`src/rtl/jk_bank_arbiter.sv`:
```
// Round-robin arbiter that serialises per-requester JK commands onto a shared
// bank of state bits; one command is executed every two cycles at most.
module jk_bank_arbiter #(
    parameter  int NREQ  = 4,
    parameter  int NBITS = 8,
    parameter  int IDXW  = 3,
    localparam int IDW   = (NREQ > 1) ? $clog2(NREQ) : 1
) (
    input  logic                 clk,
    input  logic                 rst_n,
    input  logic [NREQ-1:0]      req,
    input  logic [2*NREQ-1:0]    op,
    input  logic [IDXW*NREQ-1:0] idx,
    output logic [NREQ-1:0]      gnt,
    output logic                 done,
    output logic [IDW-1:0]       done_id,
    output logic                 err,
    output logic                 busy,
    output logic [NBITS-1:0]     q_bank
);

    typedef enum logic [0:0] {
        ST_IDLE = 1'b0,
        ST_EXEC = 1'b1
    } state_t;

    state_t            state_q;
    logic [IDW-1:0]    ptr_q;
    logic [IDW-1:0]    win_q;
    logic [1:0]        op_q;
    logic [IDXW-1:0]   idx_q;
    logic [NREQ-1:0]   gnt_q;
    logic              done_q;
    logic [IDW-1:0]    done_id_q;
    logic              err_q;
    logic              busy_q;
    logic [NBITS-1:0]  bank_q;

    logic [NREQ-1:0]   rot_s;
    logic              any_s;
    logic              hit_s;
    logic [IDW-1:0]    win_s;
    int                cand_s;
    logic [1:0]        op_a  [NREQ];
    logic [IDXW-1:0]   idx_a [NREQ];
    logic [NBITS-1:0]  bank_d;
    logic              err_s;
    logic [IDW-1:0]    ptr_d;

    // Split the flat command buses into per-requester fields.
    always_comb begin
        for (int r = 0; r < NREQ; r++) begin
            op_a[r]  = op[2*r +: 2];
            idx_a[r] = idx[IDXW*r +: IDXW];
        end
    end

    // Rotate requests so bit 0 is the pointer position; first set bit wins.
    always_comb begin
        rot_s  = NREQ'({req, req} >> ptr_q);
        any_s  = 1'b0;
        hit_s  = 1'b0;
        win_s  = '0;
        cand_s = 0;
        for (int k = 0; k < NREQ; k++) begin
            cand_s = int'(ptr_q) + k;
            cand_s = (cand_s >= NREQ) ? (cand_s - NREQ) : cand_s;
            hit_s  = rot_s[k] & ~any_s;
            win_s  = hit_s ? IDW'(cand_s) : win_s;
            any_s  = any_s | hit_s;
        end
    end

    // JK update of the addressed bit; out-of-range targets leave the bank alone.
    always_comb begin
        bank_d = bank_q;
        err_s  = (int'(idx_q) >= NBITS);
        if (!err_s) begin
            case (op_q)
                2'b01:   bank_d[idx_q] = 1'b0;
                2'b10:   bank_d[idx_q] = 1'b1;
                2'b11:   bank_d[idx_q] = ~bank_q[idx_q];
                default: bank_d[idx_q] = bank_q[idx_q];
            endcase
        end else begin
            bank_d = bank_q;
        end
        ptr_d = (win_q == IDW'(NREQ - 1)) ? '0 : (win_q + IDW'(1));
    end

    // Controller FSM with all outputs registered.
    always_ff @(posedge clk) begin
        if (!rst_n) begin
            state_q   <= ST_IDLE;
            ptr_q     <= '0;
            win_q     <= '0;
            op_q      <= 2'b00;
            idx_q     <= '0;
            gnt_q     <= '0;
            done_q    <= 1'b0;
            done_id_q <= '0;
            err_q     <= 1'b0;
            busy_q    <= 1'b0;
            bank_q    <= '0;
        end else begin
            case (state_q)
                ST_IDLE: begin
                    done_q <= 1'b0;
                    err_q  <= 1'b0;
                    if (any_s) begin
                        win_q   <= win_s;
                        op_q    <= op_a[win_s];
                        idx_q   <= idx_a[win_s];
                        gnt_q   <= {{(NREQ-1){1'b0}}, 1'b1} << win_s;
                        busy_q  <= 1'b1;
                        state_q <= ST_EXEC;
                    end else begin
                        gnt_q   <= '0;
                        busy_q  <= 1'b0;
                        state_q <= ST_IDLE;
                    end
                end
                ST_EXEC: begin
                    bank_q    <= bank_d;
                    gnt_q     <= '0;
                    busy_q    <= 1'b0;
                    done_q    <= 1'b1;
                    done_id_q <= win_q;
                    err_q     <= err_s;
                    ptr_q     <= ptr_d;
                    state_q   <= ST_IDLE;
                end
                default: begin
                    gnt_q   <= '0;
                    busy_q  <= 1'b0;
                    done_q  <= 1'b0;
                    err_q   <= 1'b0;
                    state_q <= ST_IDLE;
                end
            endcase
        end
    end

    assign gnt     = gnt_q;
    assign done    = done_q;
    assign done_id = done_id_q;
    assign err     = err_q;
    assign busy    = busy_q;
    assign q_bank  = bank_q;

endmodule

```
`config.mk`:
```
export PLATFORM = sky130hd
export DESIGN_NAME = jk_bank_arbiter
export DESIGN_NICKNAME = d
export VERILOG_FILES = /design/src/rtl/jk_bank_arbiter.sv
export SDC_FILE = /design/constraint.sdc
export NUM_CORES = 1
export LEC_CHECK = 0
export ABC_AREA = 1
export BUFFER_PORTS_ARGS = -buffer_cell sky130_fd_sc_hd__buf_2
export CAP_MARGIN = 25
export CORE_MARGIN = 2
export CORE_UTILIZATION = 54
export DETAILED_ROUTE_END_ITERATION = 8
export PLACE_DENSITY = 0.8
export SYNTH_ARGS = -nofsm -noshare
export SYNTH_HDL_FRONTEND = slang
export SYNTH_SLANG_ARGS = --single-unit
```
`constraint.sdc`:
```
create_clock -name clk -period 2.2 [get_ports clk]
set_clock_uncertainty 0.1 [all_clocks]
set_input_delay 0.33 -clock clk [delete_from_list [all_inputs] [get_ports clk]]
set_output_delay 0.33 -clock clk [all_outputs]
set_load 0.05 [all_outputs]
```
==> results of run 1 <==
## where the power goes
| group | switching (mW) | internal [mW] | leakage [nW] |
|---|---|---|---|
| sequential | 0.0998 | 0.560 | 0.206 |
| clock | 0.137 | 0.0708 | 0.0150 |
| combinational | 0.880 | 0.386 | 0.932 |
## per-stage QoR
stage	setup WS (ns)	power, mW
2_1_floorplan	0.540	1.67
5_1_grt	0.0584	2.32
4_1_cts	0.276	2.13
3_5_place_dp	0.277	1.92
6_report	0.277	2.13
3_3_place_gp	0.315	1.90
## critical path, delay by kind of cell (launching register included)
family	cells	cell delay, ns
simple gates	10	1.19
flops	1	0.54
buf+inv	1	0.03
## state kept, by name, indices dropped and copies added (netlist names)
register	cells
win_q	2
idx_q	3
op_q	2
ptr_q	2
q_bank	8
busy	1
done_id	2
gnt	4
done	1
## cells by family after synthesis
group	Yosys count	share of synthesized area, %
flip-flops	25	27.7
other	1	0.208
adder cells (fa/ha/maj)	1	0.693
XOR/XNOR	1	0.485
AND/OR/NAND/NOR	141	37.8
AO/OA/AOI/OAI	48	15.4
buffers and inverters	77	17.7
## how the worst min path moves through the flow
stage | endpoint | slack, ns | cells past startpoint
floorplan | done_id[0] | 0.35 | 2
global placement | done_id[0] | 0.36 | 2
detailed placement | done_id[0] | 0.37 | 2
CTS | q_bank[2] | 0.27 | 3
global route | q_bank[2] | 0.27 | 3
finish | q_bank[1] | 0.27 | 3
## synth_stat cells
library cell / instances / area share [%]
inv_1: 60 / 12
nand2_1: 58 / 12
nand3_1: 34 / 9.4
dfxtp_1: 25 / 28
nor2_1: 20 / 4.2
a21oi_1: 19 / 5.3
nand4_1: 14 / 4.9
o21ai_0: 14 / 3.9
nand2_2: 8 / 2.8
a31oi_1: 6 / 2.1
inv_2: 5 / 1.0
buf_2: 4 / 1.1
nand3_2: 4 / 2.2
clkbuf_1: 3 / 0.62
o211a_1: 3 / 1.7
buf_4: 2 / 0.83
buf_6: 2 / 1.2
nand2_4: 2 / 1.2
o31ai_1: 2 / 0.83
a211oi_1: 1 / 0.42
conb_1: 1 / 0.21
ha_1: 1 / 0.69
inv_4: 1 / 0.35
nor2_8: 1 / 1.1
o2111ai_1: 1 / 0.49
o21ai_1: 1 / 0.28
o32ai_1: 1 / 0.49
xnor2_1: 1 / 0.49
## routing by layer
metal	vias to the layer above	global-route usage (%)	share of wire, %
met2	70	37.1	44
met1	827	34.8	49
met3	2	3.73	6.7
li1	1021	-	-
met4	0	4.26	0.46
met5	-	0	0
## layout make-up
class | count | area, µm²
Inverter | 66 | 250
Timing Repair Buffer | 46 | 243
Fill cell | 308 | 1070
Clock buffer | 4 | 26.3
Tap cell | 44 | 55.1
Multi-Input combinational cell | 192 | 986
Sequential cell | 25 | 500
==> results.md, run 1 <==
- The TritonCTS clock tree is done.
- After clock tree synthesis, the clock-pin slew on the worst setup and hold paths is roughly 0.15 ns.
- Compared with the post-synthesis result, the final layout area differs by 14.1%.
- In this run the critical register-to-register path is captured at idx_q[2].
- Setup repair after global routing left no endpoint under its margin.
- The area of the core is between 0.003 and 0.004 mm².
- For this run, the post-layout net count is ~360.
- The post-route core utilization is between 60% and 70%.
- The first detailed-routing pass ran for 5 iterations.
- Across all layers, the routed design uses 1920 vias.
- The worst setup path endpoint is idx_q[2].
- Clock latency on the worst-skew pair, taken at its later pin, is between 0.3 and 0.4 ns.
- The count of final max-slew check failures is 0.
- The count of final setup violators is 0.
- In this run the worst setup path begins at ptr_q[0].
- The total routed wirelength is 4100 µm.
- The total global routing overflow is 0.
- The number of maximum-capacitance violations is 0.
- Across every metal layer, demand over resource in global routing totals 23.7%.
- The flow ran to the end, and the final reports show no timing, DRC or antenna violations.
- The antenna diode count is 0.
- The initialized floorplan defines 20 standard-cell rows.
- Timing would allow up to around 520 MHz.
- Measured in cells, the most critical reg-to-reg path has a length of 11.
- In this run the clock root is driven by a clkbuf_4.
- For this run, the slowest stage of the critical path takes ~0.54 ns.
- The number of antenna violations at the first check in global routing is 0.
- Entering global routing, the biggest net connects 16 pins.
- The minimum hold slack is 0.275 ns.
- The count of different cell masters after synthesis is 28.
- The number of buffers created by CTS is 3.
- The post-CTS setup buffer count is 0.
- The data arrival time of the critical path is just over 2 ns.
- Synthesis produced a netlist whose cell count is roughly 300.
- Dividing the detail-routed via count by the number of cells gives 5.09.
- After clock tree synthesis, the flow added hold-fix buffers numbering 0.
- The count of buffers added on input and output ports is 41.
- The average cell area after synthesis is roughly 6.1 µm².
- The clock sink count is 25.
- The die is between 60 and 70 µm tall.
- The placer congestion estimate is a little over 0.8.
- The slowest cell on the critical path is dfxtp_1.
- Summing the sequential cell areas from Yosys gives 27.7% of the chip area.
- The number of register bits inferred by synthesis is 25.
- Walking the worst path, the cells encountered are nand2_1 -> nand3_2 -> nand2_4 -> nor2_8 -> nand3_2 -> nand3_2 -> nand2_1 -> nand3_1 -> nand3_1 -> nand2_1 -> inv_1.
- Counting every net in the synthesized netlist gives 321.
- For this design the top-level I/O count stands at 43.
- The worst register-to-register path has a setup slack of 0.28 ns.
- Setup total negative slack on the finished layout was measured at 0 ns.
- In this run, placement finished with an instance count of approximately 370.
- Measured along the x axis, the die boundary spans between 60 and 70 µm.
- The library cells used most frequently in the layout, excluding fill and tap cells, are inv_1 (60), nand2_1 (58), buf_2 (41), nand3_1 (34), dfxtp_1 (25).
- The HPWL after detailed placement is approximately 3100 µm.
- After detailed routing, the average wire length per cell comes to between 10 and 15 µm.
- The starting density of the core is a little under 60%.
- Data on the critical path is required at its endpoint by approximately 2.3 ns.
- After routing the design area is approximately 0.002 mm².
- The fraction of the cycle the final worst path needs is between 80 and 90%.
- The critical path launch point type is a flop.
- The detailed router's first-iteration violation count is approximately 140.
- The kind of end point of the critical path is a flop.
- The remaining design rule violation count is 0.
- IR analysis of the VDD net gives a maximum drop of between 0.5 and 0.6 mV.
- The startpoint identified for the worst register-to-register timing path is ptr_q[0].
- The library cell used most frequently in the layout, excluding fill and tap cells, is inv_1.
- The maximum fanout encountered on the critical timing path is 14.
- The via count of the first global-routing pass is roughly 1700.
- Summed over all cells, the static leakage comes to around 1.2 nW.
- The share of layout cells above drive strength 1 is 21.0%.
- The maximum clock insertion buffer count is 2.
- The final period demand of the worst path is just under 2 ns.
- The mapped netlist covers approximately 0.0018 mm².
- The finished layout holds roughly 380 standard cells, fillers aside.
- The critical path is of the flop to flop type.
- The total die area is 0.00382 mm².
- In this run the worst hold path is classified as input pin to flop.
- In this run the most critical hold path is launched from rst_n.
- CTS built an H-tree with a depth of 1.
- The first global-routing pass estimated 7000 µm of wire.
- The number of gates given a new drive strength after cts is 0.
- For this run, the number of Yosys warnings is 0.
- The detail route stage leaves a number of antenna-violating nets equal to 0.
- Dividing total power by cell area gives a power density of about 1000 mW/mm².
- In this run the cell area measured after placement is about 0.0020 mm².
- The count of final hold-check violations is 0.
(Power assumes the default switching activity.)
==> run 2: changes to the inputs <==
--- a/config.mk
+++ b/config.mk
@@ -9,9 +9,10 @@
 export BUFFER_PORTS_ARGS = -buffer_cell sky130_fd_sc_hd__buf_2
 export CAP_MARGIN = 25
 export CORE_MARGIN = 2
-export CORE_UTILIZATION = 54
+export CORE_UTILIZATION = 51
+export CTS_BUF_LIST = sky130_fd_sc_hd__clkbuf_4
 export DETAILED_ROUTE_END_ITERATION = 8
-export PLACE_DENSITY = 0.8
+export PLACE_DENSITY = 0.76
 export SYNTH_ARGS = -nofsm -noshare
 export SYNTH_HDL_FRONTEND = slang
 export SYNTH_SLANG_ARGS = --single-unit
==> run 2 against run 1 <==
Against the previous run:
- combinational power down 3%
- first-iteration DRC count is 2.1% higher
- largest cell class unchanged
- wire length is 0.68% higher
- sequential share of layout area about the same
- flip-flop and latch count did not move
- via count decreased by 0.21%
- critical path type unchanged
- critical path depth is 1 higher
- final cell count grew 0.27%
==> results.md, run 2 (same netlist as run 1, synthesis figures left out) <==
- Run status: completed (unchanged).
- The kind of end point of the critical path is a flop (unchanged).
- The via count of the first global-routing pass is 1639 (was 1674).
- The data arrival time of the critical path was 2.09 ns (was 2.07 ns).
- The top-level port count is 43 (unchanged).
- The clock latency on the worst-skew pair is 0.31 ns (was 0.32 ns).
- The total number of placement rows is 21 (was 20).
- The number of hold buffers added after CTS came to 0 (unchanged).
- The total global routing overflow is 0 (unchanged).
- The post-route standard cell area excluding fillers is 0.00206 mm² (about the same).
- The number of antenna-violating nets in the routed design is 0 (unchanged).
- The maximum fanout encountered on the critical timing path is 9 (was 14).
- The maximum number of pins on one net before global-route repair is 16 (unchanged).
- The count of final hold-check violations is 0 (unchanged).
- The number of buffers added on ports is 41 (unchanged).
- The detailed router's first-iteration violation count is 146 (was 143).
- The area of the core was 0.00336 mm² (was 0.00313 mm²).
- The critical path launch point type is a flop (unchanged).
- The root cell of the clock tree is clkbuf_4 (unchanged).
- The starting density of the core came to 53.7% (was 57.7%).
- The flip-flop count of the largest register after layout is 8 (unchanged).
- The antenna diode count was 0 (unchanged).
- The total die area is 0.00403 mm² (was 0.00382 mm²).
- The H-tree depth is 1 (unchanged).
- Commonest non-fill, non-tap cells in the layout: inv_1 (60), nand2_1 (58), buf_2 (41), nand3_1 (34), dfxtp_1 (25) (unchanged).
- The sum of met2 wire segment lengths after detailed routing was 1800 µm (about the same).
- The worst hold path class is input pin to flop (unchanged).
- The cell area power density was 1040 mW/mm² (was 1030 mW/mm²).
- The required time reported for the critical path endpoint is 2.35 ns (was 2.34 ns).
- The most frequent standard cell in the layout excluding fill and tap cells is inv_1 (unchanged).
- The sequential standard cell area is 500 µm² (unchanged).
- The area of the multi-input gates came to 986 µm² (unchanged).
- The fraction of the cycle the final worst path needs was 88.1% (was 87.4%).
- The growth of design area from synthesis to finish is 14.1% (about the same).
- The count of final max-slew check failures came to 0 (unchanged).
- The HPWL after detailed placement came to 3220 µm (was 3140 µm).
- Setup repair after global routing missed its margin: no (unchanged).
- The share of layout cells above drive strength 1 came to 21.1% (was 21.0%).
- The remaining design rule violation count was 0 (unchanged).
- The clock sink count came to 25 (unchanged).
- The die span in y is 63.5 µm (was 61.8 µm).
- The highest metal layer with signal wires is met4 (unchanged).
- The routed length per placed instance is 10.9 µm (about the same).
- The number of detailed-routing iterations run before antenna repair was 4 (was 5).
- The post-route setup TNS was 0 ns (unchanged).
- The number of antenna violations at the first check in global routing is 0 (unchanged).
- The number of gates given a new drive strength after cts was 0 (unchanged).
- The highest achievable clock rate is 516 MHz (was 520 MHz).
- The wire length on met1 is 2050 µm (was 2000 µm).
- The total vias in the final route is 1916 (was 1920).
- The average via count per standard cell is 5.07 (was 5.09).
- The critical path start-end classification is flop to flop (unchanged).
- The maximum VDD drop is 0.558 mV (was 0.522 mV).
- The die outline width came to 63.5 µm (was 61.8 µm).
- The total routed wirelength is 4120 µm (was 4100 µm).
- The TritonCTS clock tree is done (unchanged).
- The post-route core utilization is 61.2% (was 65.9%).
- The clock-pin slew on the worst setup and hold paths is 0.15 ns (about the same).
- The final period demand of the worst path is 1.94 ns (was 1.92 ns).
- The total global routing track utilization is 21.5% (was 23.7%).
- The cell area reported after detailed placement is 0.00203 mm² (about the same).
- The number of buffers created by CTS is 3 (unchanged).
- The leakage power is 1.15 nW (about the same).
- The number of nets in the finished design came to 360 (was 361).
- The wire length of the first global-routing pass came to 7040 µm (was 7000 µm).
- The post-CTS setup buffer count is 0 (unchanged).
- The filler cell count came to 346 (was 308).
- The detailed-routed wire length on met3 is 238 µm (was 275 µm).
- The placer congestion estimate is 0.830 (was 0.806).
- The count of final setup violators is 0 (unchanged).
- The maximum clock insertion buffer count came to 2 (unchanged).
- The number of maximum-capacitance violations is 0 (unchanged).
## run 2: per-stage QoR
step / hold WS, ns / power (mW) / std cells / setup slack (ns)
2_1_floorplan: 0.353 / 1.67 / 294 / 0.540
3_3_place_gp: 0.360 / 1.89 / 374 / 0.246
3_5_place_dp: 0.365 / 1.90 / 374 / 0.263
4_1_cts: 0.264 / 2.12 / 378 / 0.256
5_1_grt: 0.287 / 2.32 / 378 / 0.0387
6_report: 0.268 / 2.13 / 378 / 0.262
## run 2: worst paths after layout
check / slack, ns / from / cells after the start / endpoint
worst max-delay path: 0.26 / ptr_q[0] / 12 / gnt[2]
worst min-delay path: 0.27 / rst_n / 3 / q_bank[0]
worst max register to register: 0.26 / ptr_q[0] / 12 / gnt[2]
worst min register to register: 0.38 / done_id[0] / 2 / done_id[0]
## run 2: critical path: stages, from the launching register on
cell     delay (ns)
dfxtp_1        0.54
inv_4          0.10
nand2_2        0.10
nand3_2        0.10
nand2_4        0.13
nor2_8         0.05
nand3_2        0.09
nand2_2        0.10
inv_2          0.16
nand2_1        0.11
inv_2          0.08
nand2_1        0.08
nor2_1         0.13
## run 2: cell type report
cell class	instances	area share, %
well taps	46	2.79
inverters	66	12.2
clock buffers	4	1.46
repair buffers	45	11.4
flip-flops and latches	25	24.3
multi-input cells	192	47.9
## run 2: metal layers
layer	vias up	GRT usage, %
met4	0	6.52
li1	1018	-
met2	61	33.4
met5	-	0
met3	4	3.04
met1	833	30.6
## run 2: power breakdown
group / switching [mW] / total (mW) / internal, mW / leakage [nW]
clock network: 0.144 / 0.227 / 0.0833 / 0.0184
registers: 0.117 / 0.677 / 0.560 / 0.206
logic: 0.852 / 1.23 / 0.376 / 0.927
==> run 3: changes to the inputs <==
==> constraint.sdc (replaced) <==
create_clock -name clk -period 2.25 [get_ports clk]
set_clock_uncertainty 0.1 [all_clocks]
set_input_delay 0.3375 -clock clk [delete_from_list [all_inputs] [get_ports clk]]
set_output_delay 0.3375 -clock clk [all_outputs]
set_load 0.05 [all_outputs]
==> run 3 against run 2 <==
Against the previous run:
- maximum frequency shrank 0.14%
- final cell count is the same
- sequential share of layout area is the same
- die area is the same
- clock power shrank 3%
- core utilization is the same
- first-iteration DRC count shrank 20%
- setup slack gained 0.047 ns
- power shrank 2.4%
==> results.md, run 3 (same netlist as run 1, synthesis figures left out) <==
- The clock latency on the worst-skew pair is 0.33 ns (was 0.31 ns).
- The area of the core was 0.00336 mm² (unchanged).
- The share of layout cells above drive strength 1 is 21.1% (unchanged).
- The critical register-to-register path startpoint is ptr_q[0] (unchanged).
- The clock-pin slew on the worst setup and hold paths is 0.14 ns (was 0.15 ns).
- The cell area reported after detailed placement came to 0.00203 mm² (unchanged).
- The kind of end point of the critical path is a flop (unchanged).
- The total global routing overflow is 0 (unchanged).
- The required time reported for the critical path endpoint is 2.41 ns (was 2.35 ns).
- The wire length of the first global-routing pass is 7220 µm (was 7040 µm).
- The die outline width is 63.5 µm (unchanged).
- The count of final max-slew check failures is 0 (unchanged).
- The post-placement worst setup slack is 0.334 ns (was 0.263 ns).
- The setup slack after layout is 0.309 ns (was 0.262 ns).
- The total number of placement rows came to 21 (unchanged).
- The via count of the first global-routing pass is 1675 (was 1639).
- The number of maximum-capacitance violations is 0 (unchanged).
- The number of antenna violations at the first check in global routing is 0 (unchanged).
- The total vias in the final route is 1923 (was 1916).
- The number of nets in the finished design is 360 (unchanged).
- The number of detailed-routing iterations run before antenna repair is 4 (unchanged).
- The die span in y is 63.5 µm (unchanged).
- The launch point of the worst hold path is rst_n (unchanged).
- The antenna diode count is 0 (unchanged).
- The detailed router's first-iteration violation count is 117 (was 146).
- The total die area was 0.00403 mm² (unchanged).
- The post-route core utilization is 61.2% (unchanged).
- The post-route standard cell area excluding fillers is 0.00206 mm² (unchanged).
- The flip-flop count of the largest register after layout was 8 (unchanged).
- The top-level port count is 43 (unchanged).
- The maximum VDD drop came to 0.520 mV (was 0.558 mV).
- The worst-case hold path end point was q_bank[4] (was q_bank[0]).
- The worst reg-to-reg setup slack came to 0.31 ns (was 0.26 ns).
- The number of buffers created by CTS is 3 (unchanged).
- The count of final setup violators is 0 (unchanged).
- The worst hold path class is input pin to flop (unchanged).
- The data arrival time of the critical path is 2.10 ns (was 2.09 ns).
- The maximum fanout encountered on the critical timing path is 9 (unchanged).
- The instance count along the most critical hold path came to 3 (unchanged).
- The clock sink count is 25 (unchanged).
- The total global routing track utilization is 22.2% (was 21.5%).
- The critical path launch point type was a flop (unchanged).
- The number of hold buffers added after CTS is 0 (unchanged).
- The fraction of the cycle the final worst path needs was 86.2% (was 88.1%).
- The H-tree depth is 1 (unchanged).
- The TritonCTS clock tree is done (unchanged).
- The filler cell count is 353 (was 346).
- The total routed wirelength was 4120 µm (about the same).
- The root cell of the clock tree is clkbuf_4 (unchanged).
- The placer congestion estimate is 0.830 (about the same).
- The average via count per standard cell is 5.09 (was 5.07).
- The leakage power came to 1.15 nW (unchanged).
- The minimum hold slack came to 0.271 ns (was 0.268 ns).
- The final period demand of the worst path is 1.94 ns (about the same).
- Commonest non-fill, non-tap cells in the layout: inv_1 (60), nand2_1 (58), buf_2 (41), nand3_1 (34), dfxtp_1 (25) (unchanged).
- The highest achievable clock rate is 515 MHz (was 516 MHz).
- The post-CTS setup buffer count is 0 (unchanged).
- The starting density of the core is 53.7% (unchanged).
- The cell area power density is 1010 mW/mm² (was 1040 mW/mm²).
- The number of cells on the worst reg-to-reg path is 12 (unchanged).
- The number of antenna-violating nets in the routed design is 0 (unchanged).
- The routed length per placed instance is 10.9 µm (about the same).
- Setup repair after global routing missed its margin: no (unchanged).
- The number of gates given a new drive strength after cts is 0 (unchanged).
- The growth of design area from synthesis to finish is 14.1% (unchanged).
- The post-route setup TNS is 0 ns (unchanged).
- The most frequent standard cell in the layout excluding fill and tap cells is inv_1 (unchanged).
- The count of final hold-check violations was 0 (unchanged).
- The maximum number of pins on one net before global-route repair came to 16 (unchanged).
- The reg-to-reg critical path endpoint is gnt[3] (was gnt[2]).
- The critical path start-end classification was flop to flop (unchanged).
- The number of buffers added on ports is 41 (unchanged).
- The maximum clock insertion buffer count is 2 (unchanged).
- The remaining design rule violation count was 0 (unchanged).
- The HPWL after detailed placement is 3220 µm (about the same).
- Run status: completed (unchanged).
run 3: cell counts in the layout (fill, tap and decap cells not counted):
Identical to the previous run, type by type.
run 3: metrics by stage:
step           power (mW)  cells
5_1_grt              2.27    378
2_1_floorplan        1.63    294
6_report             2.08    378
3_5_place_dp         1.86    374
3_3_place_gp         1.85    374
4_1_cts              2.08    378
run 3: worst max path at each step:
| stage | startpoint | endpoint |
|---|---|---|
| 3_5_place_dp | ptr_q[0] | idx_q[0] |
| 6_report | ptr_q[0] | gnt[3] |
| 5_1_grt | ptr_q[0] | op_q[0] |
| 3_3_place_gp | ptr_q[0] | gnt[3] |
| 2_1_floorplan | q_bank[5] | q_bank[0] |
| 4_1_cts | ptr_q[0] | gnt[3] |
run 3: area by class of cell:
cell class / instances / area (µm²) / share of cell area, %
Clock buffer: 4 / 30.0 / 1.46
Inverter: 66 / 250 / 12.2
Multi-Input combinational cell: 192 / 986 / 47.9
Sequential cell: 25 / 500 / 24.3
Tap cell: 46 / 57.6 / 2.79
Timing Repair Buffer: 45 / 235 / 11.4
run 3: critical path, stage by stage, from the launching register on:
cell	delay (ns)
dfxtp_1	0.53
inv_4	0.10
nand2_2	0.10
nand3_2	0.10
nand2_4	0.13
nor2_8	0.05
nand3_2	0.08
nand2_2	0.09
inv_2	0.16
nand2_1	0.10
inv_2	0.08
nand2_1	0.08
nor2_1	0.14
run 3: routing by layer:
layer | part of all wire, % | routed length [µm] | global-route usage [%] | vias up
met3 | 5.9 | 245 | 4.29 | 4
li1 | - | - | - | 1015
met1 | 49 | 2020 | 31.9 | 848
met5 | 0 | 0 | 0 | -
met2 | 44 | 1820 | 33.8 | 56
met4 | 0.83 | 34 | 5.71 | 0
run 3: power breakdown:
group          switching (mW)  internal [mW]
clock network           0.139         0.0817
logic                   0.832          0.367
registers               0.113          0.548
total                    1.08          0.997
